File: src/rtl/serial_axi_rx.sv
// serial_axi_rx: oversampling serial-to-parallel receiver.
// sclk/sdata/svalid are sampled as data in the aclk domain. MSB-first words of
// packet_length bits are assembled and presented on a valid/ready output
// toward a downstream FIFO.
module serial_axi_rx #(
  parameter int packet_length = 32
) (
  input  logic                     aclk,
  input  logic                     areset,
  input  logic                     sclk,
  input  logic                     sdata,
  input  logic                     svalid,
  output logic [packet_length-1:0] fifo_data,
  output logic                     fifo_valid,
  input  logic                     fifo_ready
);

  localparam int CNT_W = (packet_length > 2) ? $clog2(packet_length) : 1;
  localparam logic [CNT_W-1:0] LAST_BIT = CNT_W'(packet_length - 1);

  // Synchronizer stages. All three inputs share the same depth so they stay aligned.
  logic sclk_meta_r, sclk_sync_r, sclk_prev_r;
  logic sdata_meta_r, sdata_sync_r;
  logic svalid_meta_r, svalid_sync_r;

  logic [CNT_W-1:0]         cnt_r;
  logic [packet_length-2:0] shreg_r;

  logic                     rise_s;
  logic                     complete_s;
  logic                     transfer_s;
  logic [packet_length-1:0] word_s;

  // Two-flop synchronizers plus the previous-sclk flop used for edge detection.
  always_ff @(posedge aclk) begin
    if (areset) begin
      sclk_meta_r   <= 1'b0;
      sclk_sync_r   <= 1'b0;
      sclk_prev_r   <= 1'b0;
      sdata_meta_r  <= 1'b0;
      sdata_sync_r  <= 1'b0;
      svalid_meta_r <= 1'b0;
      svalid_sync_r <= 1'b0;
    end else begin
      sclk_meta_r   <= sclk;
      sclk_sync_r   <= sclk_meta_r;
      sclk_prev_r   <= sclk_sync_r;
      sdata_meta_r  <= sdata;
      sdata_sync_r  <= sdata_meta_r;
      svalid_meta_r <= svalid;
      svalid_sync_r <= svalid_meta_r;
    end
  end

  // Edge detect, word-complete and handshake decode.
  always_comb begin
    rise_s     = sclk_sync_r & ~sclk_prev_r;
    word_s     = {shreg_r, sdata_sync_r};
    complete_s = rise_s & svalid_sync_r & (cnt_r == LAST_BIT);
    transfer_s = fifo_valid & fifo_ready;
  end

  // Bit counter and shift register. Dropping svalid discards a partial word.
  // The final bit bypasses the shift register and goes straight to the output.
  always_ff @(posedge aclk) begin
    if (areset) begin
      cnt_r   <= {CNT_W{1'b0}};
      shreg_r <= {(packet_length-1){1'b0}};
    end else if (!svalid_sync_r) begin
      cnt_r   <= {CNT_W{1'b0}};
    end else if (rise_s) begin
      if (cnt_r == LAST_BIT) begin
        cnt_r   <= {CNT_W{1'b0}};
      end else begin
        shreg_r <= word_s[packet_length-2:0];
        cnt_r   <= cnt_r + CNT_W'(1);
      end
    end else begin
      cnt_r   <= cnt_r;
    end
  end

  // Output register. A word completing while the register is full and not
  // draining is dropped; the held word stays stable until accepted.
  always_ff @(posedge aclk) begin
    if (areset) begin
      fifo_data  <= {packet_length{1'b0}};
      fifo_valid <= 1'b0;
    end else if (complete_s && (!fifo_valid || transfer_s)) begin
      fifo_data  <= word_s;
      fifo_valid <= 1'b1;
    end else if (transfer_s) begin
      fifo_valid <= 1'b0;
    end else begin
      fifo_valid <= fifo_valid;
    end
  end

endmodule

File: config.mk
export PLATFORM = sky130hd
export DESIGN_NAME = serial_axi_rx
export DESIGN_NICKNAME = d
export VERILOG_FILES = /design/src/rtl/serial_axi_rx.sv
export SDC_FILE = /design/constraint.sdc
export NUM_CORES = 1
export LEC_CHECK = 0
export CORE_MARGIN = 2
export CORE_UTILIZATION = 54
export CTS_CLUSTER_SIZE = 20
export DETAILED_ROUTE_END_ITERATION = 7
export GPL_TIMING_DRIVEN = 0
export PLACE_DENSITY = 0.78
export RECOVER_POWER = 50
export SYNTH_ARGS = -nofsm -noshare
export SYNTH_HDL_FRONTEND = slang
export SYNTH_SLANG_ARGS = --single-unit
File: constraint.sdc
create_clock -name aclk -period 2.4 [get_ports aclk]
set_clock_uncertainty 0.2 [all_clocks]
set_input_delay 0.48 -clock aclk [delete_from_list [all_inputs] [get_ports aclk]]
set_output_delay 0.48 -clock aclk [all_outputs]
set_load 0.05 [all_outputs]
==> impl_metrics.csv, run 1 <==
group,metric,value,unit
sta,setup_viol,0,
setup_path,cp_cell_sequence,"ha_1 -> and3_1 -> ha_2 -> and4bb_1 -> clkbuf_1 -> nand2_1 -> a21oi_1",
setup_path,cp-start-kind,"flip-flop",
cts,clkTransAtPathRegs,0.07,ns
finish,top_register,"fifo_data",
setup_path,end_kind,"flip-flop",
detailed_routing,via_count,2250,
place,hpwl,3800,um
sta,worst_pin_slew,0.509,ns
detailed_routing,first_pass_iters,4,
sta,layout_setup_ws,0.153,ns
sta,finalHoldViolations,0,
cts,clock-sinks,76,
cts,cts_tree,"built",
yosys,synth_top_area_cell,"dfxtp_1",
power_and_ir_drop,vdd_ir_drop_max,0.439,mV
yosys,synth_common_cells,"dfxtp_1 (76), nand2b_1 (67), nand2_1 (63)",
global_route,antenna_found_initial,0,
finish,largest_reg_flops,32,
yosys,synth_warnings,0,
sta,setup_tns,0,ns
cts,post-cts-setup-buffers,0,
yosys,ys_async_sr_fraction,0,
sta,fmax,445,MHz
setup_path,required,2.47,ns
detailed_routing,wl_per_cell,12.7,um
finish,final-seq-area,1520,sq um
die,die_area,6140,sq um
global_route,grt_max_degree,12,
place,port_buffers,37,
setup_path,crit_family,"simple AND/OR/NAND/NOR gates",
hold_path,hold_class,"flip-flop to flip-flop",
yosys,synth-seq-cells,76,
finish,fin_nets,377,
sta,rsz0062_at_grt,"false",
setup_path,crit_fanout,10,
yosys,synth-edff-count,0,
yosys,yosysSeqAreaShare,0.509,
die,io-pin-count,39,
setup_path,cp_slowest_cell,"clkbuf_1",
setup_path,cp_slowest_stage_delay,0.40,ns
global_route,grt_pass1_wl,9680,um
setup_path,crit_type,"flip-flop to flip-flop",
job,maxCapViolations,0,
power_and_ir_drop,power_density,640,nW/um^2
finish,syn_to_final_growth,21.8,%
detailed_routing,via_per_inst,5.06,
detailed_routing,wirelength,5650,um
cts,numCtsBuffers,9,
sta,hold_ws,0.236,ns
detailed_routing,post-route-drc-count,0,
finish,multi_input_area,1340,sq um
yosys,synth_area_leaders,"dfxtp_1 (51%), nand2b_1 (14%), mux2i_1 (11%)",
place,dp_worst_setup_slack,0.162,ns
yosys,synth_top_area_share,0.509,
global_route,gr-usage-all-layers,0.202,
cts,h-tree-depth,3,
detailed_routing,drt_iter0_drc,119,
sta,report.final.slew_viol_count,0,
global_route,grt_overflow,0,
die,rows,27,
cts,clock-root-buffer,"clkbuf_8",
run_status,status,"finished, final reports clean",
setup_path,arrival,2.32,ns
place,gp_congestion,0.737,
cts,clockBufferDepth,2,
sta,fin_crit_sh,0.936,
yosys,syn_area_per_cell,9.31,sq um
yosys,synth_cell_types,22,
yosys,synth.cell_area,2990,sq um
setup_path,path_buf_inv,1,
finish,nFillCells,459,
die,initial_core_util,0.549,
detailed_routing,ant_nets,0,
sta,period_needed,2.25,ns
power_and_ir_drop,leakage,1.19,nW
yosys,yosysMostFrequentCell,"dfxtp_1",
yosys,syn_nets,329,
yosys,synthCells,321,
sta,slew-limit-headroom,0.659,
die,die_w,78.4,um
global_route,grt_pass1_vias,2152,
die,core_area,5440,sq um
finish,drive_gt1_frac,0.0590,
yosys,synthFlopType,"dfxtp_1",
finish,antenna_cells,0,
cts,insertion_delay,0.35,ns
finish,reg.largest.list,"fifo_data x32, shreg_r x31, cnt_r x5",
die,chipHeight,78.4,um
## through the flow
step	cells	util	total power [mW]	instance area [sq um]
after global placement	430	0.634	1.36	3450
after detailed placement	430	0.634	1.36	3450
after global routing	445	0.669	2.40	3640
after floorplan	321	-	1.34	2990
final	445	0.669	2.33	3640
after CTS	445	0.671	2.35	3650
## what timing repair did
item / 4_1_cts / 5_1_grt
hold buffers: 0 / 0
endpoints found under the setup margin: 0 / 19
resized for setup: 0 / 1
## cells in the final DEF, fill, tap and decap left out
cell / netlist / layout
a21oi_1: 35 / 35
a31oi_1: 1 / 1
and3_1: 1 / 1
and4bb_1: 1 / 1
buf_1: 1 / 1
buf_2: 10 / 5
buf_6: 4 / 3
bufinv_16: 0 / 1
clkbuf_1: 7 / 15
clkbuf_8: 0 / 12
clkdlybuf4s50_1: 0 / 29
dfxtp_1: 76 / 76
dlygate4sd3_1: 0 / 8
ha_1: 2 / 1
ha_2: 0 / 1
mux2i_1: 34 / 34
nand2_1: 63 / 63
nand2b_1: 67 / 67
nand3_1: 1 / 1
nand4b_1: 1 / 1
nand4bb_1: 1 / 1
nor2_1: 3 / 3
nor2b_1: 8 / 8
o21ai_0: 2 / 2
or3_1: 1 / 1
or4_1: 1 / 1
or4b_1: 1 / 1
## path summary, 6_finish.rpt
kind | depth (start not counted) | from | end | slack (ns)
setup reg to reg | 7 | cnt_r[0] | shreg_r[24] | 0.15
setup / recovery | 7 | cnt_r[0] | shreg_r[24] | 0.15
hold / removal | 1 | svalid_meta_r | svalid_sync_r | 0.24
hold reg to reg | 1 | svalid_meta_r | svalid_sync_r | 0.24
## power breakdown
group	internal, mW	total (mW)	leakage, nW	switching [mW]
registers	1.27	1.27	0.613	0.00257
logic	0.0302	0.0620	0.472	0.0318
clock network	0.561	1.00	0.103	0.438
total	1.86	2.33	1.19	0.473
## metal layers
layer / track usage / up-vias / part of all wire
li1: - / 1138 / -
met1: 0.245 / 1065 / 0.47
met2: 0.335 / 41 / 0.48
met3: 0.0425 / 6 / 0.033
met4: 0.109 / 0 / 0.015
met5: 0 / - / 0
## area by class of cell
| type | instances | share of cell area |
|---|---|---|
| flip-flops and latches | 76 | 0.418 |
| clock buffers | 14 | 0.0474 |
| repair buffers | 37 | 0.102 |
| multi-input cells | 223 | 0.369 |
| clock inverters | 1 | 0.00825 |
| well taps | 72 | 0.0248 |
| plain buffers | 22 | 0.0306 |
## cell families after synthesis
family,Yosys count,synth area share
mux,34,0.114
flops,76,0.509
buf+inv,22,0.0419
compound gates,38,0.0641
simple gates,149,0.263
fa+ha+maj,2,0.00837
No activity file was read; power rests on OpenSTA's default activity.
==> run 2: changes to the inputs <==
CORE_UTILIZATION = 45   (was 54)
CTS_BUF_LIST = sky130_fd_sc_hd__clkbuf_2 sky130_fd_sc_hd__clkbuf_4 sky130_fd_sc_hd__clkbuf_8   (was not set)
PLACE_DENSITY = 0.67   (was 0.78)
SETUP_SLACK_MARGIN = 0.1   (was not set)
==> impl_metrics.csv, run 2 (synthesis gave the netlist of run 1 again) <==
group,metric,value,unit
global_route,antenna_found_initial,0,
cts,insertion_delay,0.35,ns
die,die_area,7310,sq um
sta,setup_tns,0,ns
global_route,busiest_layer,"met2",
power_and_ir_drop,leakage,1.23,nW
finish,top_register,"fifo_data",
finish,layout_common_cells,"dfxtp_1 (76), nand2b_1 (67), nand2_1 (63), a21oi_1 (35), mux2i_1 (34)",
place,dp.cells,435,
die,io-pin-count,39,
detailed_routing,wirelength,5590,um
job,maxCapViolations,0,
detailed_routing,via_per_inst,4.90,
detailed_routing,first_pass_iters,4,
setup_path,path_buf_inv,1,
setup_path,r2r-end,"shreg_r[25]",
finish,final_common_cell,"dfxtp_1",
cts,numCtsBuffers,9,
die,die_w,85.5,um
cts,clock-root-buffer,"clkbuf_8",
sta,rsz0062_at_grt,"false",
die,initial_core_util,0.468,
global_route,use_met3,0.0486,
finish,largest_reg_flops,32,
detailed_routing,post-route-drc-count,0,
detailed_routing,via_count,2204,
cts,cts_tree,"built",
finish,reg.largest.list,"fifo_data x32, shreg_r x31, cnt_r x5",
power_and_ir_drop,vdd_ir_drop_max,0.370,mV
setup_path,crit_fanout,2,
sta,fmax,448,MHz
sta,fin_crit_sh,0.931,
die,core_area,6390,sq um
global_route,grt_pass1_wl,9890,um
sta,slew-limit-headroom,0.663,
sta,worst_pin_slew,0.503,ns
cts,h-tree-depth,3,
sta,period_needed,2.23,ns
place,dpl_cell_area,3450,sq um
global_route,grt_overflow,0,
die,chipHeight,85.5,um
global_route,use_met2,0.270,
global_route,grt_pass1_vias,2173,
setup_path,reg2regPathDepth,7,
die,rows,29,
global_route,met1_usage,0.218,
global_route,grt_max_degree,13,
cts,clock-sinks,76,
finish,syn_to_final_growth,25.0,%
setup_path,crit_type,"flip-flop to output port",
global_route,gr-usage-all-layers,0.171,
setup_path,required,1.72,ns
power_and_ir_drop,power_density,707,nW/um^2
sta,report.final.slew_viol_count,0,
cts,clockBufferDepth,2,
setup_path,arrival,1.55,ns
setup_path,cp_slowest_cell,"dlygate4sd3_1",
finish,stdcell_area,3730,sq um
power_and_ir_drop,total_power,2.64,mW
place,port_buffers,37,
setup_path,path_depth,1,
setup_path,rr_startpoint,"cnt_r[0]",
detailed_routing,wl_per_cell,12.4,um
setup_path,crit_family,"buffers and inverters",
finish,antenna_cells,0,
setup_path,cp-start-kind,"flip-flop",
setup_path,crit_path_end,"fifo_data[0]",
hold_path,hold_class,"flip-flop to flip-flop",
sta,setup_viol,0,
detailed_routing,drt_iter0_drc,94,
run_status,status,"finished, final reports clean",
detailed_routing,ant_nets,0,
setup_path,crit_path_start,"fifo_data[0]",
setup_path,end_kind,"output port",
sta,hold_ws,0.238,ns
cts,clkTransAtPathRegs,0.08,ns
finish,fin_nets,377,
cts,cts_hold_buf,0,
finish,finalNonFillerCells,450,
finish,drive_gt1_frac,0.0697,
place,gp_congestion,0.776,
place,hpwl,3790,um
setup_path,cp_cell_sequence,"dlygate4sd3_1",
setup_path,reg2reg_slack,0.21,ns
setup_path,cp_slowest_stage_delay,0.87,ns
sta,finalHoldViolations,0,
## run 2: changes by cell type in the layout (fill, tap and decap cells not counted), sizes merged
cell / before / now
buf: 9 / 10
clkbuf: 27 / 23
bufinv: 1 / 4
## run 2: where the power goes
| part | total [mW] | switching [mW] | internal [mW] |
|---|---|---|---|
| registers | 1.27 | 0.00247 | 1.26 |
| clock network | 1.31 | 0.462 | 0.847 |
| logic | 0.0617 | 0.0314 | 0.0303 |
## run 2: through the flow
step / utilization / setup slack, ns
global route: 0.585 / 0.0883
finish: 0.585 / 0.166
CTS: 0.583 / 0.165
floorplan: - / 0.480
global placement: 0.541 / 0.205
detailed placement: 0.541 / 0.192
## run 2: worst min-delay path by stage
stage	start	end	cells after the start
6_report	svalid_meta_r	svalid_sync_r	1
5_1_grt	sdata_meta_r	sdata_sync_r	1
4_1_cts	svalid_meta_r	svalid_sync_r	1
3_5_place_dp	svalid_meta_r	svalid_sync_r	1
3_3_place_gp	svalid_meta_r	svalid_sync_r	1
2_1_floorplan	sclk_meta_r	sclk_sync_r	1
## run 2: cell type report
cell class              instances  area (sq um)
fillers                       583          2650
plain buffers                  22           120
clock buffers                  11           151
flip-flops and latches         76          1520
well taps                      77          96.3
clock inverters                 4           120
multi-input cells             223          1350
repair buffers                 37           370
## run 2: per-layer routing
metal | part of all wire | up-vias | wire (um)
met5 | 0 | - | 0
met4 | 0.021 | 0 | 119
met3 | 0.035 | 10 | 196
met2 | 0.46 | 35 | 2590
met1 | 0.48 | 1019 | 2690
li1 | - | 1140 | -
## run 2: what timing repair did
| item | in CTS | in global routing |
|---|---|---|
| buffers inserted | 0 | 0 |
| gates resized for setup | 0 | 4 |
| endpoints found under the setup margin | 0 | 30 |
==> run 3: changes to the inputs <==
CORE_MARGIN = 1.5   (was 2)
GPL_TIMING_DRIVEN = not set   (was 0)
==> impl_metrics.csv, run 3 (synthesis gave the netlist of run 1 again) <==
group,metric,value,unit
run_status,status,"finished, violations left",
run_status,violations,"capacitance limit, slew limit",
die,rows,29,
detailed_routing,via_count,2132,
global_route,busiest_layer,"met2",
die,core_area,6390,sq um
detailed_routing,drt_iter0_drc,134,
global_route,grt_max_degree,105,
sta,rsz0062_at_grt,"false",
finish,reg.largest.list,"fifo_data x32, shreg_r x31, cnt_r x5",
sta,fin_crit_sh,0.922,
finish,drive_gt1_frac,0.0748,
global_route,met1_usage,0.189,
global_route,grt_pass1_vias,2036,
setup_path,crit_fanout,2,
sta,setup_tns,0,ns
sta,setup_viol,0,
global_route,use_met3,0.0324,
setup_path,path_buf_inv,1,
die,io-pin-count,39,
cts,numCtsBuffers,9,
place,hpwl,2970,um
power_and_ir_drop,leakage,1.20,nW
global_route,use_met2,0.252,
cts,clockBufferDepth,2,
detailed_routing,wl_per_cell,11.5,um
power_and_ir_drop,seqPwrFrac,0.565,
global_route,grt_overflow,0,
cts,h-tree-depth,3,
sta,fmax,452,MHz
place,gp_congestion,0.665,
detailed_routing,via_per_inst,4.87,
cts,clkTransAtPathRegs,0.07,ns
sta,slew-limit-headroom,-0.0376,
setup_path,cp_slowest_cell,"dlygate4sd3_1",
power_and_ir_drop,power_density,620,nW/um^2
setup_path,cp_slowest_stage_delay,0.88,ns
power_and_ir_drop,vdd_ir_drop_max,0.409,mV
power_and_ir_drop,power.internal,1.78,mW
finish,antenna_cells,0,
setup_path,crit_family,"buffers and inverters",
finish,layout_common_cells,"dfxtp_1 (76), nand2b_1 (67), nand2_1 (63), a21oi_1 (35), mux2i_1 (34)",
power_and_ir_drop,total_power,2.24,mW
sta,period_needed,2.21,ns
finish,largest_reg_flops,32,
die,initial_core_util,0.468,
detailed_routing,post-route-drc-count,0,
cts,cts_tree,"built",
finish,fin_util,0.567,
setup_path,cp_cell_sequence,"dlygate4sd3_1",
detailed_routing,wirelength,5050,um
detailed_routing,first_pass_iters,4,
cts,clock-root-buffer,"clkbuf_8",
hold_path,hold_class,"flip-flop to flip-flop",
die,chipHeight,84.5,um
sta,worst_pin_slew,1.56,ns
power_and_ir_drop,p_sw_frac,0.208,
finish,syn_to_final_growth,21.1,%
finish,fin_nets,365,
setup_path,crit_type,"flip-flop to output port",
place,port_buffers,38,
global_route,gr-usage-all-layers,0.154,
setup_path,required,1.72,ns
setup_path,end_kind,"output port",
cts,insertion_delay,0.34,ns
finish,nFillCells,556,
sta,report.final.slew_viol_count,105,
finish,final_common_cell,"dfxtp_1",
setup_path,cp-start-kind,"flip-flop",
global_route,grt_pass1_wl,8810,um
job,maxCapViolations,1,
finish,top_register,"fifo_data",
power_and_ir_drop,p_sw,0.466,mW
sta,finalHoldViolations,0,
power_and_ir_drop,pwr-share-clk,0.410,
die,die_area,7140,sq um
die,die_w,84.5,um
detailed_routing,ant_nets,0,
cts,clock-sinks,76,
setup_path,arrival,1.53,ns
power_and_ir_drop,share_comb_of_total_power,0.025,
global_route,antenna_found_initial,0,
run 3: power by group through the flow:
| stage | Sequential [mW] | Combinational, mW | Clock (mW) |
|---|---|---|---|
| global placement | 1.30 | 0.0579 | 0 |
| floorplan | 1.30 | 0.0444 | 0 |
| CTS | 1.27 | 0.0583 | 0.953 |
| finish | 1.27 | 0.0561 | 0.918 |
| global route | 1.27 | 0.0612 | 1.01 |
| detailed placement | 1.30 | 0.0582 | 0 |
run 3: per-stage QoR:
stage | instances | hold slack (ns) | setup slack, ns | cell area (sq um)
floorplan | 321 | 0.214 | 0.480 | 2990
global placement | 420 | 0.219 | 0.297 | 3420
detailed placement | 420 | 0.225 | 0.210 | 3420
CTS | 435 | 0.243 | 0.142 | 3610
global route | 438 | 0.261 | 0.0830 | 3620
finish | 438 | 0.241 | 0.187 | 3620
run 3: routing by layer:
| metal | wire (um) | vias to the layer above |
|---|---|---|
| met5 | 0 | - |
| met3 | 149 | 11 |
| met1 | 2480 | 969 |
| li1 | - | 1116 |
| met4 | 119 | 0 |
| met2 | 2300 | 36 |
run 3: area by class of cell:
cell class	count	area, sq um	area share
Clock inverter	5	53.8	0.0149
Multi-Input combinational cell	223	1350	0.373
Clock buffer	10	131	0.0363
Timing Repair Buffer	47	465	0.129
Sequential cell	76	1520	0.420
Tap cell	77	96.3	0.0266
run 3: final timing paths:
path / cells after the start / slack (ns) / end / from
worst max-delay path: 1 / 0.19 / fifo_valid / fifo_valid
worst min-delay path: 1 / 0.24 / svalid_sync_r / svalid_meta_r
worst max register to register: 7 / 0.24 / fifo_data[8] / cnt_r[0]
worst min register to register: 1 / 0.24 / svalid_sync_r / svalid_meta_r
run 3: what timing repair did:
| item | CTS | global route |
|---|---|---|
| setup buffers | 0 | 3 |
| resized for setup | 0 | 1 |
| hold buffers | 0 | 0 |
| setup endpoints to repair | 0 | 29 |
